==> src/rtl/ps2_rx_fifo.sv <==
// ps2_rx_fifo: PS/2 device-to-host receiver with a scan-code FIFO.
//   Synchronises and filters the raw PS/2 clock and data lines, deframes 11-bit frames
//   (start, 8 data LSB first, odd parity, stop) and queues the bytes in a FIFO.
//   The block only receives and never drives the PS/2 lines.
// Optional feature: define PS2_PARITY_CHECK_EN to drop bad-parity frames and flag them on rx_error.
//   When it is undefined, the parity bit is captured but ignored.
// Ports:
//   clk            system clock, 14 MHz or faster
//   reset          synchronous, active-high reset
//   ps2_clk_i      raw PS/2 clock (asynchronous)
//   ps2_data_i     raw PS/2 data (asynchronous)
//   rx_read        pop request, single-cycle pulse
//   rx_scan_code   last popped byte, held until the next pop
//   rx_data_ready  FIFO not empty
//   rx_error       1-cycle pulse on a stop/parity/timeout error
//   rx_overflow    sticky, set when a byte is dropped because the FIFO is full
module ps2_rx_fifo #(
  parameter int unsigned FILTER_LEN  = 8,
  parameter int unsigned TIMEOUT_CYC = 14000,
  parameter int unsigned FIFO_AW     = 3
) (
  input  logic       clk,
  input  logic       reset,
  input  logic       ps2_clk_i,
  input  logic       ps2_data_i,
  input  logic       rx_read,
  output logic [7:0] rx_scan_code,
  output logic       rx_data_ready,
  output logic       rx_error,
  output logic       rx_overflow
);

  localparam int unsigned FltW  = $clog2(FILTER_LEN + 1);
  localparam int unsigned TmoW  = $clog2(TIMEOUT_CYC + 1);
  localparam int unsigned PtrW  = FIFO_AW + 1;
  localparam int unsigned Depth = 1 << FIFO_AW;

  typedef enum logic [1:0] {StIdle, StData, StParity, StStop} state_e;

  logic [1:0]      clk_sync_q, dat_sync_q;
  logic            clk_s, dat_s;
  logic            filt_q, filt_d;
  logic [FltW-1:0] flt_cnt_q, flt_cnt_d;
  logic            fall;

  state_e          state_q, state_d;
  logic [2:0]      bitcnt_q, bitcnt_d;
  logic [7:0]      shift_q, shift_d;
  logic            par_q, par_d, par_ok;
  logic [TmoW-1:0] tmo_q, tmo_d;
  logic            push_q, push_d;
  logic [7:0]      push_byte_q, push_byte_d;
  logic            err_q, err_d;

  logic [7:0]      mem_q [Depth];
  logic [PtrW-1:0] wptr_q, rptr_q;
  logic [7:0]      scan_q;
  logic            ovf_q;
  logic            empty, full, pop_en, push_en;

  assign clk_s = clk_sync_q[1];
  assign dat_s = dat_sync_q[1];

  // The filtered clock only follows the synced level once it has differed for FILTER_LEN
  // consecutive samples; a falling edge is reported in the cycle that change is accepted.
  always_comb begin
    filt_d    = filt_q;
    flt_cnt_d = '0;
    fall      = 1'b0;
    if (clk_s != filt_q) begin
      if (flt_cnt_q == FltW'(FILTER_LEN - 1)) begin
        filt_d = clk_s;
        fall   = filt_q;
      end else begin
        flt_cnt_d = flt_cnt_q + FltW'(1);
      end
    end
  end

`ifdef PS2_PARITY_CHECK_EN
  assign par_ok = ^{shift_q, par_q};
`else
  assign par_ok = 1'b1;
`endif

  // Next-state logic: the FSM only moves on filtered falling edges or on a timeout.
  always_comb begin
    state_d     = state_q;
    bitcnt_d    = bitcnt_q;
    shift_d     = shift_q;
    par_d       = par_q;
    tmo_d       = tmo_q;
    push_d      = 1'b0;
    push_byte_d = push_byte_q;
    err_d       = 1'b0;
    if (fall) begin
      tmo_d = '0;
      unique case (state_q)
        StIdle: begin
          if (!dat_s) begin
            state_d  = StData;
            bitcnt_d = 3'd0;
          end
        end
        StData: begin
          shift_d  = {dat_s, shift_q[7:1]};
          bitcnt_d = bitcnt_q + 3'd1;
          if (bitcnt_q == 3'd7) state_d = StParity;
        end
        StParity: begin
          par_d   = dat_s;
          state_d = StStop;
        end
        StStop: begin
          state_d = StIdle;
          if (dat_s && par_ok) begin
            push_d      = 1'b1;
            push_byte_d = shift_q;
          end else begin
            err_d = 1'b1;
          end
        end
        default: state_d = StIdle;
      endcase
    end else if (state_q != StIdle) begin
      if (tmo_q == TmoW'(TIMEOUT_CYC - 1)) begin
        state_d = StIdle;
        tmo_d   = '0;
        err_d   = 1'b1;
      end else begin
        tmo_d = tmo_q + TmoW'(1);
      end
    end else begin
      tmo_d = '0;
    end
  end

  assign empty   = (wptr_q == rptr_q);
  assign full    = (wptr_q[FIFO_AW] != rptr_q[FIFO_AW]) &&
                   (wptr_q[FIFO_AW-1:0] == rptr_q[FIFO_AW-1:0]);
  assign pop_en  = rx_read && !empty;
  // A pop on a full FIFO frees the head slot in the same edge, so the push may land there.
  assign push_en = push_q && (!full || pop_en);

  always_ff @(posedge clk) begin
    if (reset) begin
      clk_sync_q  <= 2'b11;
      dat_sync_q  <= 2'b11;
      filt_q      <= 1'b1;
      flt_cnt_q   <= '0;
      state_q     <= StIdle;
      bitcnt_q    <= 3'd0;
      shift_q     <= 8'h00;
      par_q       <= 1'b0;
      tmo_q       <= '0;
      push_q      <= 1'b0;
      push_byte_q <= 8'h00;
      err_q       <= 1'b0;
      wptr_q      <= '0;
      rptr_q      <= '0;
      scan_q      <= 8'h00;
      ovf_q       <= 1'b0;
    end else begin
      clk_sync_q  <= {clk_sync_q[0], ps2_clk_i};
      dat_sync_q  <= {dat_sync_q[0], ps2_data_i};
      filt_q      <= filt_d;
      flt_cnt_q   <= flt_cnt_d;
      state_q     <= state_d;
      bitcnt_q    <= bitcnt_d;
      shift_q     <= shift_d;
      par_q       <= par_d;
      tmo_q       <= tmo_d;
      push_q      <= push_d;
      push_byte_q <= push_byte_d;
      err_q       <= err_d;
      if (push_en) wptr_q <= wptr_q + PtrW'(1);
      if (pop_en) begin
        rptr_q <= rptr_q + PtrW'(1);
        scan_q <= mem_q[rptr_q[FIFO_AW-1:0]];
      end
      if (push_q && full && !pop_en) ovf_q <= 1'b1;
    end
  end

  // Storage needs no reset: the pointers alone define what is valid.
  always_ff @(posedge clk) begin
    if (!reset && push_en) mem_q[wptr_q[FIFO_AW-1:0]] <= push_byte_q;
  end

  always_comb begin
    rx_scan_code  = scan_q;
    rx_data_ready = !empty;
    rx_error      = err_q;
    rx_overflow   = ovf_q;
  end

endmodule

==> config.mk <==
export PLATFORM = sky130hd
export DESIGN_NAME = ps2_rx_fifo
export DESIGN_NICKNAME = d
export VERILOG_FILES = /design/src/rtl/ps2_rx_fifo.sv
export SDC_FILE = /design/constraint.sdc
export NUM_CORES = 1
export LEC_CHECK = 0
export BUFFER_PORTS_ARGS = -buffer_cell sky130_fd_sc_hd__buf_4
export CORE_MARGIN = 2
export CORE_UTILIZATION = 43
export CTS_CLUSTER_SIZE = 25
export DETAILED_ROUTE_END_ITERATION = 6
export GPL_ROUTABILITY_DRIVEN = 1
export PLACE_DENSITY_LB_ADDON = 0.1
export SLEW_MARGIN = 40
export SYNTH_ARGS = -nofsm -noshare
export SYNTH_HDL_FRONTEND = slang
export SYNTH_SLANG_ARGS = --single-unit
==> constraint.sdc <==
create_clock -name clk -period 5.4 [get_ports clk]
set_input_delay 1.35 -clock clk [delete_from_list [all_inputs] [get_ports clk]]
set_output_delay 1.35 -clock clk [all_outputs]
set_load 0.02 [all_outputs]
# [Yosys cells after proc, flatten, opt, wreduce, memory -nomap -nowiden]
# Memories as Yosys holds them, arrays and structs flattened. A register that Yosys moved wholly into a read port is not among the register bits.
# Cells that the tools add are included.
[word_totals] regBits=55 ram_bits=64 in_bits=5 out_inout_bits=11 wordCells=79 memories=1
[classes] n_addsub=5 n_eq_ne=13 n_mux=18 bitwise_logic=4 reduce_logical=24
[memory_table] memory="mem_q" words=8 word_bits=8 read_ports=1 rd_clocked_by_memory_dff=1 wr=1 line_no="55" source="logic [7:0] mem_q [Depth];"
[ops] op="$add 14x1->14 const B" count=1
[ops] op="$eq 14x14->1 const B" count=1
[ops] op="$add 4x1->4 const B" count=3
[ops] op="$mux 1" count=10
[ops] op="$mux 2" count=5
[ops] op="$pmux 2 s4" count=1
[ops] op="$reduce_bool 2->1" count=4
[ops] op="$logic_and 1x1->1" count=6
[ops] op="$ne 3x3->1 const B" count=2
[ops] op="$pmux 3 s2" count=1
[ops] op="$reduce_and 3->1" count=2
[ops] op="$reduce_or 3->1" count=2
[ops] op="$eq 2x2->1 const B" count=2
[ops] op="$eq 4x3->1 const B" count=1
[ops] op="$eq 4x4->1" count=1
[ops] op="$logic_not 1->1" count=4
[ops] op="$not 1->1" count=4
[ops] op="$reduce_and 2->1" count=2
[ops] op="$reduce_and 4->1" count=1
[ops] op="$reduce_or 4->1" count=1
[ops] op="$add 3x1->3 const B" count=1
[ops] op="$eq 3x3->1" count=1
[ops] op="$eq 3x3->1 const B" count=1
[ops] op="$mux 3" count=1
[ops] op="5 further kinds" count=6

# [Longest topological paths before layout]
# Gate-level depths: netlist of run 1.
[logic_depth] depth_word=8 ltp_mapped=7 ltp_nobuf=6

# [Worst setup path after synthesis of run 1]
# Ideal clock, no wire load.
[synth_path] path_kind="input port to flip-flop" start="in reset" end="mem mem_q[0][0], enable pin" setup_time_ns=0.395 arrival_ns=2.647 t_required_ns=5.005 setup_slack_ns=2.358 stages=3 n_path_buf=1 path_cell_list="buf_2 > or2_2 > nor4_1"
[synth_between] elab_chain_len=4
[synth_lines] item="start: declaration" line_no="23" source="input logic reset,"
[synth_lines] item="$logic_not 1->1" line_no="187" source="if (!reset && push_en) mem_q[wptr_q[FIFO_AW-1:0]] <= push_byte_q;"
[synth_lines] item="$logic_and 1x1->1" line_no="187"
[synth_lines] item="$mux 1" line_no="187"
[synth_lines] item="$mux 1 (not written as such)" line_no="187"
[synth_lines] item="end: declaration" line_no="55"
# Every way passes these cells.

# [Final worst setup path of run 1]
[layout_path] start="reg rptr_q[0]" end="out rx_data_ready"
[layout_between] elab_chain_len=2
[layout_lines] item="start: declaration" line_no="56" source="logic [PtrW-1:0] wptr_q, rptr_q;"
[layout_lines] item="start signal: assignment" line_no="178" source="rptr_q <= rptr_q + PtrW'(1);"
[layout_lines] item="$eq 4x4->1" line_no="138" source="assign empty = (wptr_q == rptr_q);"
[layout_lines] item="$logic_not 1->1" line_no="192" source="rx_data_ready = !empty;"
[layout_lines] item="end: declaration" line_no="28" source="output logic rx_data_ready,"
# Every way passes these cells.

==> results of run 1 <==
power by group:
group / leakage [uW] / switching (uW) / internal (uW) / total [uW]
clock: 0.000323 / 413 / 909 / 1320
sequential: 0.00110 / 1.02 / 1000 / 1010
combinational: 0.000660 / 9.75 / 4.44 / 14.2
total: 0.00208 / 424 / 1920 / 2340
synthesized netlist by cell type, types with 2 or more instances:
library cell	number
nand3_1	19
ha_1	10
buf_2	7
xor2_1	7
and4_1	2
nor2_1	25
mux4_2	16
buf_4	3
mux2_2	2
nor3_1	8
nor2b_1	3
or2_2	6
a32o_1	2
mux2i_1	20
dfxtp_1	63
xnor2_1	12
nand2_1	21
a21oi_1	23
o31ai_1	2
and3_1	3
edfxtp_1	64
clkbuf_1	6
nor4_1	5
nand2b_1	8
or4_1	2
a211oi_1	2
nor2_4	9
o21ai_0	9
nor2_2	2
nand4_1	5
inv_1	10
final timing paths:
check,startpoint,end,cells past startpoint
setup / recovery,rptr_q[0]$_SDFFE_PP0P_,rx_data_ready,4
hold / removal,dat_sync_q[0]$_SDFF_PP1_,dat_sync_q[1]$_SDFF_PP1_,1
setup reg to reg,rptr_q[0]$_SDFFE_PP0P_,mem_q[2][7]$_DFFE_PP_,4
hold reg to reg,dat_sync_q[0]$_SDFF_PP1_,dat_sync_q[1]$_SDFF_PP1_,1
kinds of logic (layout without fill, tap and decap cells):
family | count (synthesis) | count (layout) | synth area share
compound gates | 47 | 47 | 0.05358
xor+xnor | 19 | 19 | 0.03181
fa+ha+maj | 10 | 10 | 0.02392
buf+inv | 29 | 62 | 0.02774
flops | 127 | 127 | 0.6085
mux | 38 | 38 | 0.1115
simple gates | 127 | 127 | 0.1430
metrics by stage:
stage | hold slack [ns] | area, sq um | utilization
after floorplan | 0.3895 | 5231 | -
after global placement | 0.3920 | 5454 | 0.4560
after detailed placement | 0.3941 | 5487 | 0.4587
after CTS | 0.4073 | 6178 | 0.5165
after global routing | 0.4191 | 6182 | 0.5168
final | 0.4057 | 6182 | 0.5168
layout make-up:
class	count	area share
Multi-Input combinational cell	241	0.3135
Clock buffer	17	0.06881
Inverter	11	0.006679
Clock inverter	15	0.04311
Sequential cell	127	0.5151
Tap cell	147	0.02975
Timing Repair Buffer	19	0.02307
layout by cell type, fill, tap and decap left out, drive strengths merged, types with 4 or more instances in the layout:
cell type	count
a21oi	23
buf	19
bufinv	7
clkbuf	17
clkinv	5
clkinvlp	4
dfxtp	63
edfxtp	64
ha	10
inv	10
mux2i	20
mux4	16
nand2	21
nand2b	8
nand3	19
nand4	5
nor2	36
nor3	9
nor4	6
o21ai	10
or2	7
xnor2	12
xor2	7
state kept, by name, indices dropped and copies added, names as in the netlist:
signal	count
rptr_q	4
flt_cnt_q	4
dat_sync_q	2
push_q	1
filt_q	1
push_byte_q	8
shift_q	8
rx_overflow	1
mem_q	64
rx_error	1
bitcnt_q	3
rx_scan_code	8
wptr_q	4
tmo_q	14
state_q	2
clk_sync_q	2
layer usage:
metal | up-vias | wire [um] | part of all wire | global-route usage
li1 | 1508 | - | - | -
met1 | 1488 | 4819 | 0.49 | 0.2310
met2 | 47 | 4450 | 0.46 | 0.2440
met3 | 12 | 346 | 0.036 | 0.05558
met4 | 0 | 125 | 0.013 | 0.06585
met5 | - | 0 | 0 | 0
==> flow_metrics.env, run 1 <==
export IMPL_stdcell_count=577
export IMPL_drt_iter0_markers=153
export IMPL_synthTopCellsByArea="edfxtp_1 37%, dfxtp_1 24%, mux4_2 6.9%"
export IMPL_place_inst=545
export IMPL_ctsLongestPathBuffers=2
export IMPL_insertion_delay_ns=0.41
export IMPL_grt_setup_unrepaired="no"
export IMPL_io_buffer_count=15
export IMPL_maxCapViolCount=0
export IMPL_nets=432
export IMPL_synth_warnings=0
export IMPL_ys_seq_elements=127
export IMPL_via_per_inst=5.295
export IMPL_synth_cell_type_count=52
export IMPL_cp_top_family="flip-flops"
export IMPL_cp_max_fo=12
export IMPL_hp_class="reg2reg"
export IMPL_cts_resized_gates=0
export IMPL_grt_first_pass_wirelength_mm=16.10
export IMPL_min_period_over_period=0.6165
export IMPL_grt_usage=0.1670
export IMPL_overflow=0
export IMPL_fillers=1028
export IMPL_post_dp_hpwl_mm=6.433
export IMPL_finalSetupTns_ns=0
export IMPL_cp_end_kind="primary output"
export IMPL_start_kind="flip-flop"
export IMPL_post_place_ws_ns=2.206
export IMPL_clk_pin_slew_ns=0.06
export IMPL_ios=16
export IMPL_die_area_sq_um=13060
export IMPL_antenna_found_initial=0
export IMPL_multi_input_area_sq_um=1938
export IMPL_crit_path_cell_trace="xnor2_1, and3_1, nand2_1, buf_4"
export IMPL_root_buffer="clkbuf_16"
export IMPL_worst_slew_pin_slew_ns=0.7146
export IMPL_peakVddDrop_mv=0.2058
export IMPL_drt_total_wl_mm=9.741
export IMPL_cts_tree="built"
export IMPL_synth_area_per_cell_sq_um=13.18
export IMPL_cts_hold_buf=0
export IMPL_drive_gt1_frac=0.2302
export IMPL_slew_violations=0
export IMPL_die_h_um=114.3
export IMPL_cp_buffers_inverters=1
export IMPL_postSynth_asyncResetShare=0
export IMPL_status="finished clean"
export IMPL_antenna_cells=0
export IMPL_h_tree_depth=4
export IMPL_p_leak_uw=0.002084
export IMPL_arrival_ns=1.98
export IMPL_area_growth_pct=18.18
export IMPL_p_per_area_nw_per_um2=378.9
export IMPL_fin_crit_ns=3.329
export IMPL_ant_nets=0
export IMPL_vias=3055
export IMPL_critPathKind="reg2out"
export IMPL_synthFlopType="edfxtp_1"
export IMPL_drc=0
export IMPL_place_congestion=0.7769
export IMPL_synth_cells=397
export IMPL_synth_nets=412
export IMPL_cts_sinks=127
export IMPL_avgRoutedWirePerCell_um=16.88
export IMPL_first_global_vias=2934
export IMPL_finalPower_uw=2343
export IMPL_postCtsSetupRepairBufs=0
export IMPL_ff_latch_area_sq_um=3184
export IMPL_die_x_um=114.3
export IMPL_setup_viol=0
export IMPL_grt_max_degree=39
export IMPL_ys_seq_area_frac=0.6085
export IMPL_max_clock_freq_mhz=300.4
export IMPL_start_util=0.4373
export IMPL_yosysTopAreaCellShare=0.3674
export IMPL_cpPeakStageDelay_ns=0.78
export IMPL_yosysTopAreaCell="edfxtp_1"
export IMPL_clock_skew_final_ns=0.004988
export IMPL_rrSetupSlack_ns=3.03
export IMPL_critPathRequiredTime_ns=4.05
export IMPL_relSlewSlack=0.5230
export IMPL_fp_row_count=40
export IMPL_synth_edf_count=64
export IMPL_syn_area_sq_um=5231
export IMPL_core_sq_um=11960
export IMPL_first_pass_iters=4
export IMPL_cp_slowest_cell="dfxtp_1"
export IMPL_cts_buffers=17
export IMPL_fin_ws_ns=2.071
export IMPL_hold_viol_final=0
No activity file was read; power rests on OpenSTA's default activity.
==> run 2: changes to the inputs <==
Clock period 5.4 ns to 3 ns, I/O delays scaled along.
==> flow_metrics.env, run 2 (synthesized netlist as in run 1, its figures left out) <==
export IMPL_core_sq_um=11960
export IMPL_area_growth_pct=17.51
export IMPL_drt_total_wl_mm=9.640
export IMPL_setup_viol=0
export IMPL_worst_slew_pin_slew_ns=0.6557
export IMPL_cts_buffers=17
export IMPL_die_area_sq_um=13060
export IMPL_io_buffer_count=15
export IMPL_nets=442
export IMPL_place_congestion=0.7122
export IMPL_postCtsSetupRepairBufs=0
export IMPL_drt_iter0_markers=126
export IMPL_overflow=0
export IMPL_die_h_um=114.3
export IMPL_avgRoutedWirePerCell_um=16.42
export IMPL_largest_reg_flops=64
export IMPL_root_buffer="clkbuf_16"
export IMPL_cts_resized_gates=0
export IMPL_antenna_found_initial=0
export IMPL_p_sw_frac=0.1853
export IMPL_critPathKind="reg2out"
export IMPL_cts_sinks=127
export IMPL_post_dp_hpwl_mm=6.500
export IMPL_arrival_ns=1.70
export IMPL_first_pass_iters=5
export IMPL_seqPwrFrac=0.458
export IMPL_grt_first_pass_wirelength_mm=15.93
export IMPL_via_per_inst=5.204
export IMPL_fin_crit_ns=2.447
export IMPL_first_global_vias=3045
export IMPL_p_per_area_nw_per_um2=643.2
export IMPL_hp_class="reg2reg"
export IMPL_cellInternalPower_uw=3221
export IMPL_min_period_over_period=0.8158
export IMPL_final_cell_mix="64 x edfxtp_1, 63 x dfxtp_1, 29 x buf_4"
export IMPL_ctsLongestPathBuffers=2
export IMPL_vias=3055
export IMPL_relSlewSlack=0.5605
export IMPL_cp_max_fo=9
export IMPL_drc=0
export IMPL_start_kind="flip-flop"
export IMPL_peakVddDrop_mv=0.4529
export IMPL_cts_hold_buf=0
export IMPL_h_tree_depth=4
export IMPL_die_x_um=114.3
export IMPL_grt_max_degree=38
export IMPL_antenna_cells=0
export IMPL_insertion_delay_ns=0.41
export IMPL_drive_gt1_frac=0.2273
export IMPL_hold_viol_final=0
export IMPL_maxCapViolCount=0
export IMPL_critPathRequiredTime_ns=2.25
export IMPL_slew_violations=0
export IMPL_ios=16
export IMPL_start_util=0.4373
export IMPL_clk_pin_slew_ns=0.05
export IMPL_final_common_cell="edfxtp_1"
export IMPL_fillers=1023
export IMPL_p_leak_uw=0.002115
export IMPL_status="finished clean"
export IMPL_clock_power_share=0.535
export IMPL_comb_power_share=0.007
export IMPL_grt_setup_unrepaired="no"
export IMPL_cts_tree="built"
export IMPL_ant_nets=0
export IMPL_fp_row_count=40
export IMPL_place_inst=555
export IMPL_clock_skew_final_ns=0.009540
export IMPL_cp_end_kind="primary output"
export IMPL_stdcell_count=587
export IMPL_finalSetupTns_ns=0
export IMPL_max_clock_freq_mhz=408.6
export IMPL_grt_usage=0.1632
export IMPL_p_sw_uw=732.7
run 2: changes by cell type in the layout (fill, tap and decap cells not counted), sizes merged:
cell	previous run	this run
clkbuf	17	20
clkinv	5	8
bufinv	7	4
clkinvlp	4	1
buf	19	29
run 2: final timing paths:
check	startpoint	endpoint	slack, ns	cells after the start
worst max register to register	wptr_q[0]$_SDFFE_PP0P_	mem_q[5][4]$_DFFE_PP_	1.03	4
worst max-delay path	wptr_q[1]$_SDFFE_PP0P_	rx_data_ready	0.55	4
worst min register to register	dat_sync_q[0]$_SDFF_PP1_	dat_sync_q[1]$_SDFF_PP1_	0.41	1
worst min-delay path	dat_sync_q[0]$_SDFF_PP1_	dat_sync_q[1]$_SDFF_PP1_	0.41	1
run 2: power groups by stage:
stage | clock [uW] | combinational, uW | sequential, uW
after floorplan | 0 | 18.0 | 1850
after global placement | 0 | 27.8 | 1850
after detailed placement | 0 | 28.2 | 1850
after CTS | 2160 | 28.1 | 1810
after global routing | 2250 | 30.8 | 1810
final | 2120 | 27.6 | 1810
run 2: cell type report:
type / count / area, sq um / area share
Sequential cell: 127 / 3183 / 0.5178
Multi-Input combinational cell: 241 / 1908 / 0.3104
Clock buffer: 20 / 446.7 / 0.07266
Timing Repair Buffer: 29 / 217.7 / 0.03542
Tap cell: 147 / 183.9 / 0.02992
Clock inverter: 12 / 166.4 / 0.02707
Inverter: 11 / 41.29 / 0.006717
run 2: metrics by stage:
step	worst slack (ns)	power, uW	area, sq um	hold WS [ns]	util
finish	0.5527	3954	6147	0.4095	0.5139
floorplan	0.5584	1865	5231	0.3895	-
CTS	0.5305	3994	6147	0.4144	0.5139
global route	0.4451	4086	6147	0.4237	0.5139
detailed placement	0.7487	1875	5534	0.4005	0.4627
global placement	0.5881	1875	5529	0.3937	0.4622
run 2: metal layers:
layer / GRT usage / part of all wire
met5: 0 / 0
met2: 0.2690 / 0.49
met4: 0.05854 / 0.015
met1: 0.2024 / 0.47
met3: 0.05241 / 0.029
run 2: worst max-delay path, stage by stage, from the launching register on:
cell     delay, ns
dfxtp_1       0.50
xnor2_1       0.21
and3_1        0.31
nand2_1       0.10
buf_4         0.17
==> run 3: changes to the inputs <==
Settings changed: ABC_AREA set to 1.
Clock period 3 ns to 2.29 ns, I/O delays scaled along.
==> flow_metrics.env, run 3 <==
export IMPL_status="finished clean"
export IMPL_cp_slowest_cell="dfxtp_1"
export IMPL_ant_nets=0
export IMPL_die_h_um=115.5
export IMPL_drc=0
export IMPL_postSynth_asyncResetShare=0
export IMPL_relSlewSlack=0.6136
export IMPL_synth_area_per_cell_sq_um=9.361
export IMPL_p_sw_frac=0.1933
export IMPL_fillers=1112
export IMPL_p_leak_uw=0.002411
export IMPL_overflow=0
export IMPL_start_util=0.4432
export IMPL_synth_warnings=0
export IMPL_p_sw_uw=920.5
export IMPL_area_growth_pct=15.31
export IMPL_first_pass_iters=5
export IMPL_fp_row_count=40
export IMPL_synth_cells=571
export IMPL_cts_sinks=127
export IMPL_core_sq_um=12060
export IMPL_h_tree_depth=4
export IMPL_final_common_cell="nor2_1"
export IMPL_antenna_cells=0
export IMPL_ys_seq_area_frac=0.5955
export IMPL_fin_util=0.5110
export IMPL_grt_max_degree=34
export IMPL_start_kind="flip-flop"
export IMPL_synth_most_common_cell="nor2_1"
export IMPL_ff_latch_area_sq_um=3183
export IMPL_via_per_inst=4.927
export IMPL_cts_buffers=17
export IMPL_final_cell_mix="105 x nor2_1, 92 x nand2_1, 64 x edfxtp_1"
export IMPL_avgRoutedWirePerCell_um=14.32
export IMPL_arrival_ns=1.56
export IMPL_critPathLaunch="rptr_q[0]$_SDFFE_PP0P_"
export IMPL_hp_class="in2reg"
export IMPL_r2r_start="wptr_q[2]$_SDFFE_PP0P_"
export IMPL_syn_area_sq_um=5345
export IMPL_max_clock_freq_mhz=468.6
export IMPL_critPathRequiredTime_ns=1.72
export IMPL_synth_cell_type_count=31
export IMPL_fin_area_sq_um=6163
export IMPL_grt_setup_unrepaired="no"
export IMPL_post_dp_hpwl_mm=7.442
export IMPL_clock_power_share=0.494
export IMPL_yosysTopAreaCell="edfxtp_1"
export IMPL_cts_tree="built"
export IMPL_grt_usage=0.1827
export IMPL_cts_hold_buf=0
export IMPL_setup_viol=0
export IMPL_synthTopCellsByArea="edfxtp_1 36%, dfxtp_1 24%, nor2_1 7.4%"
export IMPL_nets=612
export IMPL_antenna_found_initial=0
export IMPL_vias=3828
export IMPL_hold_viol_final=0
export IMPL_die_area_sq_um=13340
export IMPL_comb_power_share=0.007
export IMPL_first_global_vias=3730
export IMPL_critPathKind="reg2out"
export IMPL_ys_top_cells_by_count="105 x nor2_1, 92 x nand2_1, 64 x edfxtp_1"
export IMPL_seqPwrFrac=0.498
export IMPL_p_per_area_nw_per_um2=772.8
export IMPL_cpPeakStageDelay_ns=0.48
export IMPL_cellInternalPower_uw=3842
export IMPL_cts_resized_gates=0
export IMPL_synth_nets=586
export IMPL_ctsLongestPathBuffers=2
export IMPL_holdWs_ns=0.3486
export IMPL_crit_path_cell_trace="xnor2_1, nand2_1, nor2_4, nand2_4, buf_4"
export IMPL_maxCapViolCount=0
export IMPL_drt_iter0_markers=272
export IMPL_ys_seq_elements=127
export IMPL_yosysTopAreaCellShare=0.3596
export IMPL_hp_start="ps2_clk_i"
export IMPL_root_buffer="clkbuf_16"
export IMPL_drive_gt1_frac=0.1281
export IMPL_clk_pin_slew_ns=0.05
export IMPL_slew_violations=0
export IMPL_synth_edf_count=64
export IMPL_io_buffer_count=15
export IMPL_ios=16
export IMPL_cp_end_kind="primary output"
export IMPL_drt_total_wl_mm=11.12
export IMPL_die_x_um=115.5
export IMPL_insertion_delay_ns=0.41
export IMPL_synthFlopType="edfxtp_1"
export IMPL_finalPower_uw=4763
export IMPL_cp_max_fo=6
export IMPL_min_period_over_period=0.9319
export IMPL_grt_first_pass_wirelength_mm=18.31
export IMPL_largest_reg_flops=64
export IMPL_place_area_sq_um=5650
export IMPL_fin_crit_ns=2.134
export IMPL_postCtsSetupRepairBufs=0
export IMPL_peakVddDrop_mv=0.5680
export IMPL_worst_slew_pin_slew_ns=0.5778
export IMPL_multi_input_area_sq_um=1871
export IMPL_clock_skew_final_ns=0.006909
export IMPL_place_congestion=0.8055
export IMPL_finalSetupTns_ns=0
-- run 3: cell count changes after synthesis, sizes merged, moves of 14 or more --
cell,previous run,this run
nand2,21,99
inv,10,43
o21ai,10,58
nor2,36,106
mux4,16,0
mux2i,20,0
nand3,19,33
-- run 3: cell type report --
type                            instances  share of cell area
Clock inverter                         10             0.01177
Clock buffer                           21             0.07146
Inverter                               43             0.02619
Tap cell                              168             0.03410
Multi-Input combinational cell        378              0.3035
Timing Repair Buffer                   30             0.03654
Sequential cell                       127              0.5164
-- run 3: critical path, delay by kind of cell (launching register included) --
kind | cells | cell delay, ns
buf+inv | 1 | 0.17
flops | 1 | 0.48
simple gates | 3 | 0.34
xor+xnor | 1 | 0.16
-- run 3: per-layer routing --
layer / global-route usage / up-vias / wire [um]
met2: 0.3158 / 55 / 5729
li1: - / 1945 / -
met4: 0.06747 / 0 / 152
met5: 0 / - / 0
met1: 0.2144 / 1813 / 4864
met3: 0.05596 / 15 / 377
-- run 3: cell families (layout without fill, tap and decap cells) --
kind of cell / count (synthesis) / in the layout / synth area share
and+or+nand+nor: 260 / 260 / 0.2121
adders and majority gates: 10 / 10 / 0.02341
AOI/OAI and AO/OA: 94 / 94 / 0.09152
xor gates and xnor gates: 14 / 14 / 0.02294
DFF: 127 / 127 / 0.5955
buffers and inverters: 66 / 104 / 0.05454
-- run 3: power by group through the flow --
stage / Combinational (uW) / Clock (uW) / Sequential (uW)
6_report: 34.8 / 2350 / 2370
5_1_grt: 39.1 / 2520 / 2370
4_1_cts: 35.4 / 2410 / 2370
3_5_place_dp: 35.3 / 0 / 2420
3_3_place_gp: 34.9 / 0 / 2420
2_1_floorplan: 20.8 / 0 / 2420
-- run 3: path summary, 6_finish.rpt --
check	endpoint	slack, ns	depth (start not counted)
max	rx_data_ready	0.16	5
min	clk_sync_q[0]$_SDFF_PP1_	0.35	2
max reg2reg	mem_q[2][7]$_DFFE_PP_	0.41	6
min reg2reg	dat_sync_q[1]$_SDFF_PP1_	0.42	1
-- run 3: per-stage QoR --
| stage | setup WS, ns | instances |
|---|---|---|
| floorplan | 0.3246 | 571 |
| global placement | 0.2815 | 746 |
| detailed placement | 0.2249 | 746 |
| CTS | 0.1396 | 777 |
| global route | 0.06355 | 777 |
| finish | 0.1559 | 777 |
